[src/rtl/ar_fifo_reader.sv]
// rtl/ar_fifo_reader.sv - AD sample FIFO reader with channel tagging and output stream buffer
module ar_fifo_reader #(
    parameter int DATA_W    = 16,
    parameter int NUM_CH    = 8,
    parameter int CH_W      = 3,
    parameter int BUF_DEPTH = 4,
    parameter int FRAME_W   = 16
) (
    input  logic               clk,
    input  logic               reset,
    input  logic               enable,
    input  logic               ch_clr,
    input  logic               fifo_empty,
    input  logic               fifo_full,
    output logic               fifo_rdreq,
    input  logic [DATA_W-1:0]  fifo_q,
    output logic               m_valid,
    input  logic               m_ready,
    output logic [DATA_W-1:0]  m_data,
    output logic [CH_W-1:0]    m_ch,
    output logic               m_sof,
    output logic               m_eof,
    output logic [FRAME_W-1:0] frame_cnt,
    output logic               ovf_flag
);

    localparam int PTR_W = (BUF_DEPTH > 1) ? $clog2(BUF_DEPTH) : 1;
    localparam int CNT_W = $clog2(BUF_DEPTH + 1);
    localparam logic [PTR_W-1:0] PTR_LAST = PTR_W'(BUF_DEPTH - 1);
    localparam logic [CNT_W:0]   DEPTH_V  = (CNT_W + 1)'(BUF_DEPTH);
    localparam logic [CH_W-1:0]  CH_LAST  = CH_W'(NUM_CH - 1);

    logic [DATA_W-1:0] buf_mem [BUF_DEPTH];
    logic [PTR_W-1:0]  wr_ptr;
    logic [PTR_W-1:0]  rd_ptr;
    logic [CNT_W-1:0]  buf_count;
    logic              rd_pend;
    logic [CH_W-1:0]   ch;
    logic              push;
    logic              pop;

    // A read is only issued when the buffer has room for it plus any read still in flight,
    // so the buffer can never overflow regardless of downstream backpressure.
    assign fifo_rdreq = !reset && enable && !fifo_empty
                        && (({1'b0, buf_count} + (CNT_W + 1)'(rd_pend)) < DEPTH_V);

    assign push    = rd_pend;
    assign m_valid = (buf_count != '0);
    assign pop     = m_valid && m_ready;
    assign m_data  = m_valid ? buf_mem[rd_ptr] : '0;
    assign m_ch    = ch;
    assign m_sof   = (ch == '0);
    assign m_eof   = (ch == CH_LAST);

    // Remember last cycle's read request: fifo_q carries that word this cycle.
    always_ff @(posedge clk) begin
        if (reset) begin
            rd_pend <= 1'b0;
        end else begin
            rd_pend <= fifo_rdreq;
        end
    end

    // Buffer storage: capture the FIFO word at the tail when a read is pending.
    always_ff @(posedge clk) begin
        if (push && !reset) begin
            buf_mem[wr_ptr] <= fifo_q;
        end
    end

    // Buffer pointers and occupancy; push and pop together leave the count unchanged.
    always_ff @(posedge clk) begin
        if (reset) begin
            wr_ptr    <= '0;
            rd_ptr    <= '0;
            buf_count <= '0;
        end else begin
            if (push) begin
                wr_ptr <= (wr_ptr == PTR_LAST) ? '0 : wr_ptr + PTR_W'(1);
            end
            if (pop) begin
                rd_ptr <= (rd_ptr == PTR_LAST) ? '0 : rd_ptr + PTR_W'(1);
            end
            case ({push, pop})
                2'b10:   buf_count <= buf_count + CNT_W'(1);
                2'b01:   buf_count <= buf_count - CNT_W'(1);
                default: buf_count <= buf_count;
            endcase
        end
    end

    // Channel tag advances per handshake; a realign pulse overrides the increment.
    always_ff @(posedge clk) begin
        if (reset) begin
            ch <= '0;
        end else if (ch_clr) begin
            ch <= '0;
        end else if (pop) begin
            ch <= (ch == CH_LAST) ? '0 : ch + CH_W'(1);
        end
    end

    // Count frames completed at the handshake of the last channel, even during a realign.
    always_ff @(posedge clk) begin
        if (reset) begin
            frame_cnt <= '0;
        end else if (pop && m_eof) begin
            frame_cnt <= frame_cnt + FRAME_W'(1);
        end
    end

    // Sticky record that the writer side ever hit full.
    always_ff @(posedge clk) begin
        if (reset) begin
            ovf_flag <= 1'b0;
        end else if (fifo_full) begin
            ovf_flag <= 1'b1;
        end
    end

endmodule

[config.mk]
export PLATFORM = sky130hd
export DESIGN_NAME = ar_fifo_reader
export DESIGN_NICKNAME = d
export VERILOG_FILES = /design/src/rtl/ar_fifo_reader.sv
export SDC_FILE = /design/constraint.sdc
export NUM_CORES = 1
export LEC_CHECK = 0
export CAP_MARGIN = 20
export CORE_UTILIZATION = 59
export CTS_BUF_LIST = sky130_fd_sc_hd__clkbuf_4 sky130_fd_sc_hd__clkbuf_8
export CTS_CLUSTER_SIZE = 30
export DETAILED_ROUTE_END_ITERATION = 10
export GPL_TIMING_DRIVEN = 0
export PLACE_DENSITY_LB_ADDON = 0.15
export SLEW_MARGIN = 15
export SYNTH_ARGS = -nofsm -noshare
export SYNTH_HDL_FRONTEND = slang
export SYNTH_SLANG_ARGS = --single-unit
[constraint.sdc]
create_clock -name clk -period 5.4 [get_ports clk]
set_clock_uncertainty 0.05 [all_clocks]
set_input_delay 1.08 -clock clk [delete_from_list [all_inputs] [get_ports clk]]
set_output_delay 1.08 -clock clk [all_outputs]
set_load 0.03 [all_outputs]
==> impl_metrics.toml, run 1 <==
[run_status]
status = "finished clean"

[yosys]
yosysMostFrequentCell = "edfxtp_1"
yosys.area.top_type_share = 0.501
synth_compound_area_frac = 0.0329
synthMuxAreaShare = 0.110
seq_area_frac_synth = 0.657
synthTopCellsByArea = "edfxtp_1 (50%), dfxtp_1 (16%), mux4_2 (9.4%)"
synth-simple-area-share = 0.113
yosys-top-cells-count = "edfxtp_1 (64), dfxtp_1 (30), and2_1 (20), nor2_1 (20), mux4_2 (16)"
avgSynthCellArea_um2 = 14.6
yosysWarnings = 0
synth_edf_count = 64
async_flop_share = 0
synthesis.nets = 296
yosysTopAreaCell = "edfxtp_1"
synth_flop_cell = "edfxtp_1"
synthXorXnorAreaFrac = 0.0251
yosys_register_bits = 94
synth_cell_types = 32
synthesis.area_um2 = 3840
synthCells = 262
synth_adder_area_share = 0.0378
synth_top_family_by_area = "simple AND/OR/NAND/NOR gates"

[critical_path]
endpoint_kind = "output pin"
critPathLaunchType = "primary input"
regToRegSetupSlack_ns = 2.59
slowest_stage = "or4b_2"
required_ns = 4.27
r2r-start = "buf_count[0]"
path_max_fanout = 4
critical_path_class = "primary input to output pin"
max_stage_delay_ns = 0.69
arrival_ns = 3.11
cp_cell_sequence = "clkdlybuf4s50_1 > or4b_2 > a31oi_1 > clkdlybuf4s50_1"
cp-endpoint = "fifo_rdreq"
rr_worst_depth = 11
r2r_end = "buf_count[2]"
timing.critical_path.from = "reset"
cp_common_cell = "clkdlybuf4s50_1"

[timing]
fmax_ghz = 0.236
worst_pin_slew_ns = 0.868
relSlewSlack = 0.421
tns_ns = 0
setup_viol = 0
hold_viol = 0
fin_crit_ns = 4.24
hold_ws_ns = 0.421
post-route-period-util = 0.785
slew_violations = 0
finalWorstSetupSlack_ns = 1.16
rsz0062_at_grt = "false"

[die]
num_rows = 29
dieArea_um2 = 6830
io_pins = 63
core_area_um2 = 6310
dieWidth_um = 82.7
start_util = 0.608
die_h_um = 82.7

[routing]
drt_pass1_iterations = 4
wire_per_inst_um = 16.0
drtAntennaViolNets = 0
via_per_inst = 5.54
drc = 0
vias = 2312
wl_mm = 6.69
initialDrtViolationCount = 76

[place]
dp_worst_setup_slack_ns = 1.19
port_buffers = 62
gp_congestion = 0.703
dpl.hpwl_mm = 4.52

[clocking]
numClockSinks = 94
cts_root_buf = "clkbuf_8"
cts_hold_buffers = 0
cts_tree = "done"
cts_buffers = 9
cts_setup_buffers = 0
cts_resized = 0
clock_path_buffers = 2
htree_levels = 3
clk_pin_slew_worst_paths_ns = 0.09
clk_latency_ns = 0.34

[power]
ir_drop_mv = 0.232
cellPowerDensity_nw_per_um2 = 364
pwr-share-clk = 0.252
seqPwrFrac = 0.463
power.switching_uw = 517
p_comb_frac = 0.285
internal-power_uw = 1210
swShare = 0.299
leakagePower_uw = 0.00157

[grt]
grt_usage = 0.214
antenna_found_initial = 0
grt_pass1_vias = 2225
grt_first_pass_wirelength_mm = 10.4
grt_max_degree = 17
grt.overflow.total = 0

[min_path]
hold_path_class = "flop to flop"
hp-start = "ovf_flag"

[final_layout]
nets = 369
syn2layout_area_growth_pct = 23.7
drive_gt1_frac = 0.115
n_antenna_cell = 0

[flow_run]
drv_cap = 0
==> metrics by stage <==
step	instances	util	cell area, µm²	power (µW)
2_1_floorplan	262	-	3840	1130
3_3_place_gp	401	0.721	4550	1300
3_5_place_dp	401	0.721	4550	1310
4_1_cts	417	0.752	4750	1740
5_1_grt	417	0.752	4750	1810
6_report	417	0.752	4750	1730
==> layout make-up <==
| type | count | area, µm² |
|---|---|---|
| Buffer | 11 | 45.0 |
| Clock buffer | 12 | 165 |
| Clock inverter | 4 | 27.5 |
| Fill cell | 413 | 1570 |
| Inverter | 12 | 45.0 |
| Multi-Input combinational cell | 145 | 1220 |
| Sequential cell | 94 | 2520 |
| Tap cell | 77 | 96.3 |
| Timing Repair Buffer | 62 | 621 |
==> layer usage <==
| metal | global-route usage | vias up | share of wire |
|---|---|---|---|
| met5 | 0 | - | 0 |
| met1 | 0.268 | 1129 | 0.43 |
| met3 | 0.0341 | 11 | 0.039 |
| met4 | 0.105 | 0 | 0.019 |
| li1 | - | 1113 | - |
| met2 | 0.362 | 59 | 0.51 |
==> worst min-delay path by stage <==
stage | slack (ns) | depth (start not counted) | to
2_1_floorplan | 0.41 | 2 | flop
3_3_place_gp | 0.40 | 2 | ovf_flag
3_5_place_dp | 0.41 | 2 | ovf_flag
4_1_cts | 0.43 | 2 | ovf_flag
5_1_grt | 0.50 | 1 | push
6_report | 0.42 | 2 | ovf_flag
==> kinds of logic after synthesis <==
| logic type | Yosys count |
|---|---|
| AO/OA/AOI/OAI | 19 |
| XOR/XNOR | 11 |
| flip-flops | 94 |
| buffers and inverters | 23 |
| multiplexers | 22 |
| adder cells (fa/ha/maj) | 11 |
| AND/OR/NAND/NOR | 82 |
==> power groups by stage <==
| stage | Combinational (µW) | Clock (µW) | Sequential (µW) |
|---|---|---|---|
| after global placement | 487 | 0 | 814 |
| final | 492 | 435 | 799 |
| after CTS | 499 | 444 | 799 |
| after floorplan | 314 | 0 | 815 |
| after global routing | 540 | 466 | 802 |
| after detailed placement | 498 | 0 | 815 |
==> flip-flops by register name, indices dropped and copies added (netlist names), named ones only <==
name	count
push	1
buf_mem	64
rd_ptr	2
frame_cnt	16
ovf_flag	1
wr_ptr	2
m_ch	3
buf_count	3
==> layout by cell type, fill, tap and decap left out, drive strengths merged, types with 5 or more instances in the layout <==
cell type and instances:
nand2 9, nor3 7, or3 8, ha 10, nor2 20, o21ai 5, clkdlybuf4s50 62, mux4 16
nand3 5, clkbuf 19, a21oi 9, edfxtp 64, xnor2 7, and2 20, inv 14, dfxtp 30
==> critical path: cells and delay by family <==
kind / cells / cell delay (ns)
compound gates: 1 / 0.17
simple gates: 1 / 0.69
buf+inv: 2 / 1.16
No activity file was read; power rests on OpenSTA's default activity.
==> run 2: changes to the inputs <==
--- a/config.mk
+++ b/config.mk
@@ -6,7 +6,7 @@
 export NUM_CORES = 1
 export LEC_CHECK = 0
 export CAP_MARGIN = 20
-export CORE_UTILIZATION = 59
+export CORE_UTILIZATION = 55
 export CTS_BUF_LIST = sky130_fd_sc_hd__clkbuf_4 sky130_fd_sc_hd__clkbuf_8
 export CTS_CLUSTER_SIZE = 30
 export DETAILED_ROUTE_END_ITERATION = 10
==> constraint.sdc (replaced) <==
create_clock -name clk -period 3.9 [get_ports clk]
set_clock_uncertainty 0.05 [all_clocks]
set_input_delay 0.78 -clock clk [delete_from_list [all_inputs] [get_ports clk]]
set_output_delay 0.78 -clock clk [all_outputs]
set_load 0.03 [all_outputs]
==> run 2 against run 1 <==
Clock power rose by 49%. Non-clock buffer count stayed put. Setup slack got worse by 0.94 ns. Combinational power grew 37%. Via count is 1.1% higher. Critical endpoint is now m_data[6]. Global-route usage fell by 1.6 points. Total power grew 41%. First-iteration DRC count grew 53%. Core utilization shrank 4.7 points.
==> impl_metrics.toml, run 2 (synthesized netlist as in run 1, its figures left out) <==
[final_layout]
nets = 369
syn2layout_area_growth_pct = 24.0
drive_gt1_frac = 0.115
n_antenna_cell = 0
final_common_cell = "edfxtp_1"
final_cell_mix = "edfxtp_1 (64), clkdlybuf4s50_1 (62), dfxtp_1 (30)"
largestRegisters = "buf_mem: 64 flops, frame_cnt: 16 flops"
largest_register_ffs = 64
largest-register = "buf_mem"

[critical_path]
critPathLaunchType = "flop"
cp_cell_sequence = "clkbuf_1 > buf_2 > mux4_2 > and2_1 > clkdlybuf4s50_1"
rr_worst_depth = 11
endpoint_kind = "output pin"
arrival_ns = 2.85
max_stage_delay_ns = 0.58
required_ns = 3.07
path_max_fanout = 10
critical_path_class = "flop to output pin"
slowest_stage = "clkdlybuf4s50_1"

[timing]
setup_viol = 0
hold_viol = 0
fmax_ghz = 0.272
tns_ns = 0
worst_pin_slew_ns = 0.862
rsz0062_at_grt = "false"
post-route-period-util = 0.943
fin_crit_ns = 3.68
slew_violations = 0
relSlewSlack = 0.425

[die]
core_area_um2 = 6760
io_pins = 63
die_h_um = 85.5
num_rows = 30
dieArea_um2 = 7320
dieWidth_um = 85.5
start_util = 0.568

[clocking]
cts_setup_buffers = 0
cts_root_buf = "clkbuf_8"
cts_tree = "done"
htree_levels = 3
cts_buffers = 9
numClockSinks = 94
clock_path_buffers = 2
clk_pin_slew_worst_paths_ns = 0.09
cts_resized = 0
clk_latency_ns = 0.35
cts_hold_buffers = 0

[place]
port_buffers = 62
gp_congestion = 0.743
dpl.hpwl_mm = 4.62

[routing]
vias = 2337
drc = 0
initialDrtViolationCount = 116
via_per_inst = 5.56
wl_mm = 6.68
wire_per_inst_um = 15.9
drt_pass1_iterations = 4
drtAntennaViolNets = 0

[grt]
grt_first_pass_wirelength_mm = 10.7
grt_usage = 0.198
grt_pass1_vias = 2238
grt.overflow.total = 0
antenna_found_initial = 0
grt_max_degree = 18

[power]
cellPowerDensity_nw_per_um2 = 510
leakagePower_uw = 0.00157
ir_drop_mv = 0.249
power_uw = 2430

[run_status]
status = "finished clean"

[min_path]
hold_path_class = "flop to flop"
hold_depth = 2

[flow_run]
drv_cap = 0
## run 2: cell count changes in the layout (fill, tap and decap cells not counted), sizes merged
| cell | before | now |
|---|---|---|
| clkbuf | 19 | 17 |
| clkinvlp | 2 | 3 |
| bufinv | 0 | 1 |
## run 2: critical path, delay by kind of cell, from the launching register on
kind	cells	cell delay (ns)
buf+inv	3	1.46
mux	1	0.56
flops	1	0.31
simple gates	1	0.17
## run 2: routing by layer
layer | wire length, µm | vias to the layer above | track usage
li1 | - | 1114 | -
met1 | 2910 | 1142 | 0.241
met2 | 3330 | 68 | 0.340
met3 | 284 | 13 | 0.0385
met4 | 154 | 0 | 0.0970
met5 | 0 | - | 0
## run 2: final cells by class
| class | count | area, µm² |
|---|---|---|
| Fill cell | 482 | 2000 |
| Buffer | 11 | 45.0 |
| Clock buffer | 10 | 131 |
| Timing Repair Buffer | 62 | 621 |
| Clock inverter | 6 | 70.1 |
| Sequential cell | 94 | 2520 |
| Multi-Input combinational cell | 145 | 1220 |
| Inverter | 12 | 45.0 |
| Tap cell | 80 | 100 |
## run 2: through the flow
| stage | utilization | std cells | cell area (µm²) | hold WS (ns) | worst slack (ns) |
|---|---|---|---|---|---|
| floorplan | - | 262 | 3840 | 0.413 | 1.11 |
| finish | 0.704 | 420 | 4760 | 0.440 | 0.221 |
| detailed placement | 0.675 | 404 | 4560 | 0.427 | 0.259 |
| global route | 0.704 | 420 | 4760 | 0.488 | 0.0188 |
| CTS | 0.704 | 420 | 4760 | 0.449 | 0.112 |
| global placement | 0.675 | 404 | 4560 | 0.399 | 0.244 |
## run 2: final timing paths
kind	end	startpoint	slack [ns]
worst max-delay path	m_data[6]	flop	0.22
worst min-delay path	ovf_flag	ovf_flag	0.44
worst max register to register	buf_count[2]	buf_count[0]	1.17
worst min register to register	ovf_flag	ovf_flag	0.44
## run 2: power breakdown
| part | total (µW) | switching (µW) | internal (µW) |
|---|---|---|---|
| sequential | 1110 | 17.8 | 1090 |
| combinational | 673 | 371 | 303 |
| clock | 648 | 340 | 308 |
==> run 3: changes to the inputs <==
--- a/config.mk
+++ b/config.mk
@@ -12,6 +12,7 @@
 export DETAILED_ROUTE_END_ITERATION = 10
 export GPL_TIMING_DRIVEN = 0
 export PLACE_DENSITY_LB_ADDON = 0.15
+export REMOVE_ABC_BUFFERS = 1
 export SLEW_MARGIN = 15
 export SYNTH_ARGS = -nofsm -noshare
 export SYNTH_HDL_FRONTEND = slang
==> run 3 against run 2 <==
Via count decreased by 4.6%. Core utilization decreased by 0.63 points. Count of clock-buffer cells in the layout increased by 2. Critical path type is now primary input to output pin. Largest cell class unchanged.
==> impl_metrics.toml, run 3 (synthesized netlist as in run 1, its figures left out) <==
[critical_path]
critPathLaunchType = "primary input"
endpoint_kind = "output pin"
arrival_ns = 2.88
required_ns = 3.07
path_max_fanout = 23
critical_path_class = "primary input to output pin"

[timing]
rsz0062_at_grt = "false"
post-route-period-util = 0.951
setup_viol = 0
fin_crit_ns = 3.71
worst_pin_slew_ns = 0.849
tns_ns = 0
slew_violations = 0
relSlewSlack = 0.434
hold_ws_ns = 0.425
fmax_ghz = 0.270
hold_viol = 0

[final_layout]
final_cell_mix = "edfxtp_1 (64), clkdlybuf4s50_1 (61), dfxtp_1 (29)"
largestRegisters = "buf_mem: 64 flops, frame_cnt: 16 flops"
nets = 359
syn2layout_area_growth_pct = 22.9
design_area_um2 = 4720
largest-register = "buf_mem"
largest_register_ffs = 64
final_common_cell = "edfxtp_1"
utilization = 0.698
drive_gt1_frac = 0.115
fillers = 500
n_antenna_cell = 0

[grt]
antenna_found_initial = 0
grt_max_degree = 32
grt_usage = 0.192
grt_first_pass_wirelength_mm = 10.5
grt.overflow.total = 0
grt_pass1_vias = 2197

[clocking]
clk_latency_ns = 0.35
clock_path_buffers = 2
htree_levels = 3
cts_root_buf = "clkbuf_8"
clk_pin_slew_worst_paths_ns = 0.08
cts_hold_buffers = 0
cts_tree = "done"
cts_buffers = 9
numClockSinks = 94

[die]
num_rows = 30
core_area_um2 = 6760
io_pins = 63
start_util = 0.568
die_h_um = 85.5
dieArea_um2 = 7320
dieWidth_um = 85.5

[power]
leakagePower_uw = 0.00156
cellPowerDensity_nw_per_um2 = 501
ir_drop_mv = 0.308

[routing]
via_per_inst = 5.44
initialDrtViolationCount = 99
drt_pass1_iterations = 4
wire_per_inst_um = 15.9
drc = 0
wl_mm = 6.50
vias = 2230
drtAntennaViolNets = 0

[place]
dpl.hpwl_mm = 4.21
dpl_cell_area_um2 = 4510
gp_congestion = 0.731
port_buffers = 62

[min_path]
hold_path_class = "flop to flop"

[run_status]
status = "finished clean"

[flow_run]
drv_cap = 0
run 3: area by class of cell:
cell class	instances	area, µm²	share of cell area
clock buffers	12	159	0.0337
repair buffers	63	634	0.134
clock inverters	4	30.0	0.00637
well taps	80	100	0.0212
inverters	12	45.0	0.00955
multi-input cells	145	1220	0.260
flip-flops and latches	94	2520	0.535
run 3: worst max-delay path: stages:
cell	delay, ns
dlygate4sd2_1	0.34
buf_8	0.21
or4b_2	0.67
a31oi_1	0.18
clkdlybuf4s50_1	0.70
run 3: path summary, 6_finish.rpt:
kind	slack (ns)	endpoint	depth (start not counted)	startpoint
max	0.19	fifo_rdreq	5	reset
min	0.42	ovf_flag	2	ovf_flag
max reg2reg	1.06	buf_count[2]	9	buf_count[0]
min reg2reg	0.42	ovf_flag	2	ovf_flag
run 3: report_power, final:
part	internal, µW	switching, µW
clock network	275	321
logic	291	323
registers	1090	63.7
total	1660	708
run 3: repair_timing:
action	CTS	global route
resized for setup	1	0
buffers inserted	0	0
endpoints found under the setup margin	1	0
run 3: layer usage:
metal,global-route usage,share of wire,up-vias
met5,0,0,-
met4,0.0970,0.015,0
met3,0.0346,0.038,7
met2,0.324,0.50,48
met1,0.241,0.45,1085
li1,-,-,1090
run 3: through the flow:
stage | power [µW] | setup slack (ns) | instances
2_1_floorplan | 1540 | 1.11 | 251
3_5_place_dp | 1790 | -0.444 | 393
6_report | 2360 | 0.191 | 410
4_1_cts | 2380 | 0.0159 | 409
3_3_place_gp | 1780 | -0.483 | 393
5_1_grt | 2470 | 0.0947 | 410
